$ cat src/rtl/spi_rx_port.sv
// -----------------------------------------------------------------------------
// spi_rx_port
//
// SPI target-side receiver for the SoC byte link. An external mode-0 master
// clocks bytes in on SCK/MOSI while CS is low. Each byte is tagged with the
// D/C pin value seen at its 8th rising edge and queued in a small FIFO. The
// z8086 drains the FIFO through two I/O ports using the usual
// rd/wr/io/ready handshake.
//
//   PORT   (read)  : {1'b1, 6'b0, dc, byte} and pop, or 16'h0000 when empty
//   PORT   (write) : loads the MISO reply byte (macro on), otherwise ignored
//   PORT+1 (read)  : {8'b0, overrun, cs_active, 1'b0, count[4:0]}
//   PORT+1 (write) : wdata[7]=1 clears the sticky overrun flag
//
// Ports
//   clk, reset_n            system clock, asynchronous active-low reset
//   addr, rd, wr, io, word  CPU access (word is ignored)
//   wdata / rdata           CPU write data / registered read data
//   ready                   one-cycle completion pulse after an access
//   spi_sck/mosi/cs_n/dc    asynchronous SPI pins, synchronized internally
//   rx_avail                FIFO non-empty
//   spi_miso                reply data (only with SPI_RX_MISO_EN)
//
// Optional feature macro: SPI_RX_MISO_EN adds the spi_miso port and the
// reply register / TX shifter.
// -----------------------------------------------------------------------------
module spi_rx_port #(
    parameter logic [7:0] PORT        = 8'h08,
    parameter int         FIFO_DEPTH  = 8,
    parameter int         SYNC_STAGES = 2
) (
    input  logic        clk,
    input  logic        reset_n,
    input  logic [7:0]  addr,
    input  logic        rd,
    input  logic        wr,
    input  logic        io,
    input  logic        word,
    input  logic [15:0] wdata,
    output logic [15:0] rdata,
    output logic        ready,
    input  logic        spi_sck,
    input  logic        spi_mosi,
    input  logic        spi_cs_n,
    input  logic        spi_dc,
    output logic        rx_avail
`ifdef SPI_RX_MISO_EN
    ,
    output logic        spi_miso
`endif
);

    localparam int              AW       = $clog2(FIFO_DEPTH);
    localparam logic [7:0]      PORT_ST  = PORT + 8'd1;
    localparam logic [AW-1:0]   PTR_ONE  = AW'(1);
    localparam logic [AW:0]     CNT_ONE  = (AW+1)'(1);
    localparam logic [AW:0]     CNT_FULL = (AW+1)'(FIFO_DEPTH);
    // Pin bundle order {sck, mosi, cs_n, dc}; idle is CS deasserted.
    localparam logic [3:0]      PIN_IDLE = 4'b0010;

    // -------------------------------------------------------------------------
    // Input synchronizers and edge detection
    // -------------------------------------------------------------------------
    logic [SYNC_STAGES-1:0][3:0] r_sync;
    logic                        r_sck_d;
    logic                        r_cs_n_d;
    logic                        w_sck;
    logic                        w_mosi;
    logic                        w_cs_n;
    logic                        w_dc;
    logic                        w_cs_act;
    logic                        w_sck_rise;

    always_ff @(posedge clk or negedge reset_n) begin
        if (!reset_n) begin
            r_sync   <= {SYNC_STAGES{PIN_IDLE}};
            r_sck_d  <= 1'b0;
            r_cs_n_d <= 1'b1;
        end else begin
            r_sync   <= {r_sync[SYNC_STAGES-2:0], spi_sck, spi_mosi, spi_cs_n, spi_dc};
            r_sck_d  <= w_sck;
            r_cs_n_d <= w_cs_n;
        end
    end

    assign w_sck      = r_sync[SYNC_STAGES-1][3];
    assign w_mosi     = r_sync[SYNC_STAGES-1][2];
    assign w_cs_n     = r_sync[SYNC_STAGES-1][1];
    assign w_dc       = r_sync[SYNC_STAGES-1][0];
    assign w_cs_act   = ~w_cs_n;
    assign w_sck_rise = w_sck & ~r_sck_d;

    // -------------------------------------------------------------------------
    // Byte assembly. A finished byte is staged in r_push_data for one cycle
    // before it is written into the FIFO.
    // -------------------------------------------------------------------------
    logic [2:0] r_bitcnt;
    logic [6:0] r_shift;
    logic       r_push;
    logic [8:0] r_push_data;

    always_ff @(posedge clk or negedge reset_n) begin
        if (!reset_n) begin
            r_bitcnt    <= 3'd0;
            r_shift     <= 7'd0;
            r_push      <= 1'b0;
            r_push_data <= 9'd0;
        end else begin
            r_push <= 1'b0;
            if (!w_cs_act) begin
                // CS high (or just released): any partial byte is dropped.
                r_bitcnt <= 3'd0;
                r_shift  <= 7'd0;
            end else if (w_sck_rise) begin
                r_shift  <= {r_shift[5:0], w_mosi};
                r_bitcnt <= r_bitcnt + 3'd1;          // 7 -> 0 wraps naturally
                if (r_bitcnt == 3'd7) begin
                    r_push      <= 1'b1;
                    r_push_data <= {w_dc, r_shift, w_mosi};
                end
            end
        end
    end

    // -------------------------------------------------------------------------
    // CPU access decode
    // -------------------------------------------------------------------------
    logic        r_ready;
    logic [15:0] r_rdata;
    logic        w_sel_data;
    logic        w_sel_st;
    logic        w_hit;
    logic        w_rd;
    logic        w_wr;

    assign w_sel_data = (addr == PORT);
    assign w_sel_st   = (addr == PORT_ST);
    // The strobe is still held during the ready cycle; masking with r_ready
    // keeps one access from being answered twice.
    assign w_hit      = io & (rd | wr) & (w_sel_data | w_sel_st) & ~r_ready;
    assign w_rd       = w_hit & rd;
    assign w_wr       = w_hit & wr & ~rd;

    // -------------------------------------------------------------------------
    // FIFO
    // -------------------------------------------------------------------------
    logic [8:0]    r_mem [FIFO_DEPTH];
    logic [AW-1:0] r_wptr;
    logic [AW-1:0] r_rptr;
    logic [AW:0]   r_count;
    logic          r_overrun;
    logic          w_empty;
    logic          w_full;
    logic          w_pop;
    logic          w_push_ok;
    logic          w_ovf;
    logic          w_ovr_clr;
    logic [4:0]    w_count5;

    assign w_empty   = (r_count == '0);
    assign w_full    = (r_count == CNT_FULL);
    assign w_pop     = w_rd & w_sel_data & ~w_empty;
    // A pop in the same cycle frees the head slot, so a full FIFO still
    // accepts the push (write and read hit the same slot; read sees old data).
    assign w_push_ok = r_push & (~w_full | w_pop);
    assign w_ovf     = r_push & w_full & ~w_pop;
    assign w_ovr_clr = w_wr & w_sel_st & wdata[7];
    assign w_count5  = 5'(r_count);

    always_ff @(posedge clk) begin
        if (w_push_ok) begin
            r_mem[r_wptr] <= r_push_data;
        end
    end

    always_ff @(posedge clk or negedge reset_n) begin
        if (!reset_n) begin
            r_wptr    <= '0;
            r_rptr    <= '0;
            r_count   <= '0;
            r_overrun <= 1'b0;
        end else begin
            if (w_push_ok) begin
                r_wptr <= r_wptr + PTR_ONE;
            end
            if (w_pop) begin
                r_rptr <= r_rptr + PTR_ONE;
            end
            case ({w_push_ok, w_pop})
                2'b10:   r_count <= r_count + CNT_ONE;
                2'b01:   r_count <= r_count - CNT_ONE;
                default: r_count <= r_count;
            endcase
            // An overflow in the same cycle as a clear keeps the flag set.
            if (w_ovf) begin
                r_overrun <= 1'b1;
            end else if (w_ovr_clr) begin
                r_overrun <= 1'b0;
            end
        end
    end

    // -------------------------------------------------------------------------
    // Read data / ready
    // -------------------------------------------------------------------------
    logic [15:0] w_rdata_nxt;

    always_comb begin
        w_rdata_nxt = 16'h0000;
        if (w_sel_data) begin
            if (!w_empty) begin
                w_rdata_nxt = {1'b1, 6'b0, r_mem[r_rptr]};
            end
        end else begin
            w_rdata_nxt = {8'h00, r_overrun, w_cs_act, 1'b0, w_count5};
        end
    end

    always_ff @(posedge clk or negedge reset_n) begin
        if (!reset_n) begin
            r_ready <= 1'b0;
            r_rdata <= 16'h0000;
        end else begin
            r_ready <= w_hit;
            if (w_rd) begin
                r_rdata <= w_rdata_nxt;
            end
        end
    end

    assign ready    = r_ready;
    assign rdata    = r_rdata;
    assign rx_avail = ~w_empty;

`ifdef SPI_RX_MISO_EN
    // -------------------------------------------------------------------------
    // Reply shifter. The reply byte is loaded on CS falling and again at the
    // falling SCK edge that follows a completed byte (bit counter back at 0),
    // so its MSB is on the pin before the master's next rising edge.
    // -------------------------------------------------------------------------
    logic [7:0] r_reply;
    logic [7:0] r_tx_sh;
    logic       w_sck_fall;
    logic       w_cs_fall;

    assign w_sck_fall = ~w_sck & r_sck_d;
    assign w_cs_fall  = ~w_cs_n & r_cs_n_d;

    always_ff @(posedge clk or negedge reset_n) begin
        if (!reset_n) begin
            r_reply <= 8'h00;
            r_tx_sh <= 8'h00;
        end else begin
            if (w_wr && w_sel_data) begin
                r_reply <= wdata[7:0];
            end
            if (w_cs_fall) begin
                r_tx_sh <= r_reply;
            end else if (w_cs_act && w_sck_fall) begin
                r_tx_sh <= (r_bitcnt == 3'd0) ? r_reply : {r_tx_sh[6:0], 1'b0};
            end
        end
    end

    assign spi_miso = w_cs_act & r_tx_sh[7];
`endif

    // word and the upper write-data bits have no function in this block.
    logic w_unused_ok;
    assign w_unused_ok = ^{word, wdata[15:8], wdata[6:0]};

endmodule

$ cat config.mk
export PLATFORM = sky130hd
export DESIGN_NAME = spi_rx_port
export DESIGN_NICKNAME = d
export VERILOG_FILES = /design/src/rtl/spi_rx_port.sv
export SDC_FILE = /design/constraint.sdc
export NUM_CORES = 1
export LEC_CHECK = 0
export CORE_AREA = 2 2 132 134
export CTS_BUF_LIST = sky130_fd_sc_hd__clkbuf_4 sky130_fd_sc_hd__clkbuf_8
export CTS_CLUSTER_DIAMETER = 80
export DETAILED_ROUTE_END_ITERATION = 12
export DIE_AREA = 0 0 134 136
export PLACE_DENSITY_LB_ADDON = 0.25
export SETUP_SLACK_MARGIN = 0.15
export SKIP_LAST_GASP = 1
export SYNTH_ARGS = -nofsm -noshare
export SYNTH_HDL_FRONTEND = slang
export SYNTH_SLANG_ARGS = --single-unit
export TNS_END_PERCENT = 1
$ cat constraint.sdc
create_clock -name clk -period 3.17 [get_ports clk]
set_input_delay 0.7925 -clock clk [delete_from_list [all_inputs] [get_ports clk]]
set_output_delay 0.7925 -clock clk [all_outputs]
set_load 0.03 [all_outputs]
---- Word-level counts from Yosys, hierarchy flattened ----
Memory sizes are Yosys's and may differ from the RTL's.
Index checks and enable logic that the tools add are counted.
storage, ports and cells
  word-level logic and storage cells ...... 68
  output and inout bits ................... 18
  bits of input ports ..................... 34
  memories kept ........................... 1
  RAM bits ................................ 72
  register bits ........................... 57
memory list
  memory  words  bits a word  rd ports  clocked after Yosys merged registers in  wr ports  RTL line  text
  r_mem   8      9            1         0                                        1         147       logic [8:0] r_mem [FIFO_DEPTH];
cells by class
  muxes and demuxes ....................... 14
  equality and inequality tests ........... 6
  add/subtract/negate cells ............... 5
  reductions and logical operators ........ 5
  bitwise operators ....................... 24
operators by type and width
  kind                                              number
  two-way mux 16 bit                                2
  == test 8 x 4 -> 1 bit, second input constant     2
  bitwise AND 1 bit                                 14
  two-way mux 7 bit                                 2
  adder 3 x 1 -> 3 bit, second input constant       3
  case mux 4 bit (2 select lines)                   1
  two-way mux 1 bit                                 7
  inverter 1 bit                                    7
  two-way mux 3 bit                                 2
  nonzero test 2 bit                                3
  adder 4 x 1 -> 4 bit, second input constant       1
  == test 4 bit, second input constant              1
  logical NOT 4 bit                                 1
  subtractor 4 x 1 -> 4 bit, second input constant  1
  == test 3 bit, second input constant              1
  bitwise OR 1 bit                                  3
  AND reduction 3 bit                               1
  == test 2 x 1 -> 1 bit, second input constant     1
  == test 2 bit, second input constant              1

---- Longest topological paths before layout ----
Gate-level depths: netlist of the first run.
  depth after elaboration ................. 11
  mapped depth ............................ 12
  mapped depth without buffers ............ 9

---- Least setup slack after synthesis of the first run ----
OpenSTA, ideal clock, no wires.
  kind .................................... input -> register
  from .................................... in rd
  to ...................................... mem r_mem[0][0] (enable)
  setup slack ............................. 0.136 ns
  stages on the path ...................... 6
  setup time .............................. 0.399 ns
  required time ........................... 2.771 ns
  path buffers ............................ 2
  arrival ................................. 2.635 ns
  cells stage by stage .................... clkbuf_1 -> nor4bb_1 -> and4_4 -> buf_6 -> o21ai_4 -> nor4_1
between the ends
  longest elaborated chain between the ends .. 11
RTL lines
  what                                         RTL line  text
  from (decl)                                  35        input logic rd,
  bitwise OR 1 bit                             140       assign w_hit = io & (rd | wr) & (w_sel_data | w_sel_st) & ~r_ready;
  bitwise AND 1 bit (3 in a row)               140
  bitwise AND 1 bit (*)                        141       assign w_rd = w_hit & rd;
  bitwise AND 1 bit (*) (2 in a row)           162       assign w_pop = w_rd & w_sel_data & ~w_empty;
  bitwise OR 1 bit (*)                         165       assign w_push_ok = r_push & (~w_full | w_pop);
  bitwise AND 1 bit (*)                        165
  two-way mux 1 bit (*)                        171       if (w_push_ok) begin
  two-way mux 1 bit (not written as such) (*)  172       r_mem[r_wptr] <= r_push_data;
  to (decl)                                    147
Mark *: on every way between the ends. The rest lies on a longest branch, timed or not.

---- Final worst setup path of the first run ----
  from .................................... reg r_count[0]
  to ...................................... out rx_avail
between the ends
  longest elaborated chain between the ends .. 2
RTL lines
  what                    RTL line  text
  from (decl)             150       logic [AW:0] r_count;
  from (signal assigned)  190       2'b10: r_count <= r_count + CNT_ONE;
  from (signal assigned)  191       2'b01: r_count <= r_count - CNT_ONE;
  from (signal assigned)  192       default: r_count <= r_count;
  logical NOT 4 bit       160       assign w_empty = (r_count == '0);
  inverter 1 bit          233       assign rx_avail = ~w_empty;
  to (decl)               46        output logic rx_avail
Every way passes these cells.

==> flow_summary.yaml, run 1 <==
global_route:
  grt_first_pass_wirelength_um: 15000
  grt_usage: 0.112
  grt_max_degree: 25
  grt_pass1_vias: 2732
  gr-total-overflow: 0
  antenna_found_initial: 0
power:
  seqPwrFrac: 0.501
  power_switching_mw: 0.706
  irDropWorstVdd_mv: 0.292
  swShare: 0.207
  pwr-share-clk: 0.466
  p_int_mw: 2.71
  power.leakage_nw: 2.27
  powerDensity_nw_per_um2: 565
  combPwrFrac: 0.033
floorplan:
  initial_core_util: 0.295
  die_y_um: 136
  fp.dieArea_um2: 18200
  row_count: 48
  io-pin-count: 52
  die_w_um: 134
  core_um2: 16900
finish:
  layout-drive-gt1-share: 0.235
  area_growth_pct: 21.2
  fill_cells: 1611
  utilization: 0.357
  antenna_cells: 0
  layout.nets: 394
  multiInputGateArea_um2: 1420
  regArea_um2: 3440
setup_path:
  r2r_slack_ns: 0.80
  start_kind: "register"
  worst-endpoint-required_ns: 2.38
  crit_start: "r_count[0]"
  critPathArrivalTime_ns: 2.04
  critPathKind: "reg -> out"
  endpoint_kind: "output port"
  crit_fanout: 6
  reg2reg_from: "r_count[0]"
synthesis:
  synth_top_area_frac: 0.434
  yosys-top-cells-area: "edfxtp_1 43%, dfrtp_1 25%, mux4_2 8.1%"
  synth-warning-count: 0
  synth-edff-count: 72
  synth_seq_cells: 123
  synth-async-reset-ratio: 0.415
  ys_top_cells_by_count: "72 x edfxtp_1, 49 x dfrtp_1, 34 x nand2_1"
  netlist_area_um2: 4980
  synth-seq-area-share: 0.691
  yosys.area.top_type: "edfxtp_1"
  synth_cell_type_count: 45
  post-synth-top-count-cell: "edfxtp_1"
  syn_area_per_cell_um2: 16.3
  ys.flop_type: "edfxtp_1"
  synth_cells: 306
route:
  drt_iter0_drc: 121
  via_per_inst: 4.44
  dr.pass1.iters: 4
  wl_um: 9400
  vias: 2626
  final_antenna_net_count: 0
  drc_errors: 0
  wl_per_cell_um: 15.9
sta:
  drv_slew: 0
  finalSetupTns_ns: 0
  maxSlewHeadroom: 0.371
  period_minus_slack_ns: 2.83
  worstMarginPinSlew_ns: 0.943
  period_share: 0.894
  rsz0062_at_grt: "no"
  skew_ns: 0.0121
  fmax_mhz: 353
  finalHoldViolations: 0
  setup_viol: 0
placed_design:
  io_buffers: 29
  place.gp.congestion: 0.687
  dp_hpwl_um: 6050
clock_network:
  cts_buffers: 17
  cts_hold_buf: 0
  cts_tree: "built"
  postCtsResizedCells: 0
  clockBufferDepth: 2
  cts.sinks: 123
  cts.clk_slew.worst_paths_ns: 0.07
  cts_root_buffer: "clkbuf_8"
  clk_latency_ns: 0.42
  cts_setup_buffers: 0
  h-tree-depth: 4
hold_path:
  hold_path_class: "in -> async"
job:
  drv_cap: 0
run_status:
  outcome: "completed"
through the flow:
stage	instances	hold slack (ns)	power, mW	area (um^2)	worst slack [ns]
2_1_floorplan	311	0.331	1.80	5000	0.217
3_3_place_gp	559	0.334	1.86	5570	0.0620
3_5_place_dp	559	0.335	1.86	5570	0.0445
4_1_cts	591	0.230	3.46	6030	0.306
5_1_grt	591	0.245	3.54	6030	0.273
6_report	591	0.250	3.41	6030	0.336
power by group through the flow:
stage | logic [mW] | registers, mW | clock network, mW
2_1_floorplan | 0.0585 | 1.75 | 0
3_3_place_gp | 0.115 | 1.74 | 0
3_5_place_dp | 0.115 | 1.74 | 0
4_1_cts | 0.116 | 1.71 | 1.63
5_1_grt | 0.125 | 1.71 | 1.71
6_report | 0.113 | 1.71 | 1.59
routing by layer:
layer / part of all wire / GRT usage
met1: 0.44 / 0.132
met2: 0.51 / 0.192
met3: 0.044 / 0.0362
met4: 0.013 / 0.0431
met5: 0 / 0
layout make-up:
type / count / share of cell area
clock buffers: 18 / 0.0411
flip-flops and latches: 123 / 0.570
multi-input cells: 161 / 0.235
well taps: 225 / 0.0467
repair buffers: 46 / 0.0685
clock inverters: 14 / 0.0361
inverters: 4 / 0.00249
path summary, 6_finish.rpt:
kind / cells after the start / endpoint
setup / recovery: 2 / rx_avail
hold / removal: 1 / r_push_data[8]
setup reg to reg: 9 / r_count[3]
hold reg to reg: 0 / r_sync[6]
max in group asynchronous: 2 / rdata[3]
min in group clk: 0 / r_sync[6]
logic make-up after synthesis:
logic type,after synthesis,synth area share
adder cells (fa/ha/maj),7,0.0191
AND/OR/NAND/NOR,69,0.0719
XOR/XNOR,9,0.0158
flip-flops,123,0.691
multiplexers,41,0.131
AO/OA/AOI/OAI,29,0.0415
other,1,0.000754
buffers and inverters,27,0.0289
worst max-delay path, cell delays in order (launching register included):
cell             delay, ns
dfrtp_1               0.44
or4_4                 0.58
clkdlybuf4s50_1       0.61
flip-flops by register name (all words and copies together) (netlist names):
register / flops
r_shift: 7
r_wptr: 3
ready: 1
r_sck_d: 1
r_push_data: 9
rdata: 10
r_bitcnt: 3
r_count: 4
r_push: 1
r_rptr: 3
r_overrun: 1
r_mem: 72
r_sync: 8
placed cells by master, fill, tap and decap left out, types with 3 or more instances in the layout:
cell	synthesis	layout
nor2b_1	3	3
edfxtp_1	72	72
o211ai_1	6	6
conb_1	1	6
ha_1	6	6
buf_4	6	17
mux4_2	18	18
nor2_1	4	4
inv_1	4	4
dfrtp_1	49	49
mux2i_1	12	12
nand2b_1	3	3
o21ai_1	3	3
nor3_1	4	4
clkinvlp_4	0	5
nand2_1	34	34
clkdlybuf4s50_1	0	28
xnor2_1	8	8
mux2_2	9	9
nand4_1	7	7
bufinv_16	0	5
clkbuf_8	0	18
a21oi_1	10	10
No activity file was read; power rests on OpenSTA's default activity.
==> inputs of run 2 (changes only) <==
--- a/config.mk
+++ b/config.mk
@@ -12,6 +12,7 @@
 export DIE_AREA = 0 0 134 136
 export PLACE_DENSITY_LB_ADDON = 0.25
 export SETUP_SLACK_MARGIN = 0.15
+export SKIP_CTS_REPAIR_TIMING = 1
 export SKIP_LAST_GASP = 1
 export SYNTH_ARGS = -nofsm -noshare
 export SYNTH_HDL_FRONTEND = slang
==> results of run 2 <==
No change in the layout: final DEF, timing and power equal those of run 1.
==> inputs of run 3 (changes only) <==
--- a/config.mk
+++ b/config.mk
@@ -5,6 +5,7 @@
 export SDC_FILE = /design/constraint.sdc
 export NUM_CORES = 1
 export LEC_CHECK = 0
+export ABC_CLOCK_PERIOD_IN_PS = 3170
 export CORE_AREA = 2 2 132 134
 export CTS_BUF_LIST = sky130_fd_sc_hd__clkbuf_4 sky130_fd_sc_hd__clkbuf_8
 export CTS_CLUSTER_DIAMETER = 80
@@ -12,7 +13,6 @@
 export DIE_AREA = 0 0 134 136
 export PLACE_DENSITY_LB_ADDON = 0.25
 export SETUP_SLACK_MARGIN = 0.15
-export SKIP_CTS_REPAIR_TIMING = 1
 export SKIP_LAST_GASP = 1
 export SYNTH_ARGS = -nofsm -noshare
 export SYNTH_HDL_FRONTEND = slang
==> results of run 3 <==
No change in the layout: final DEF, timing and power equal those of run 1.
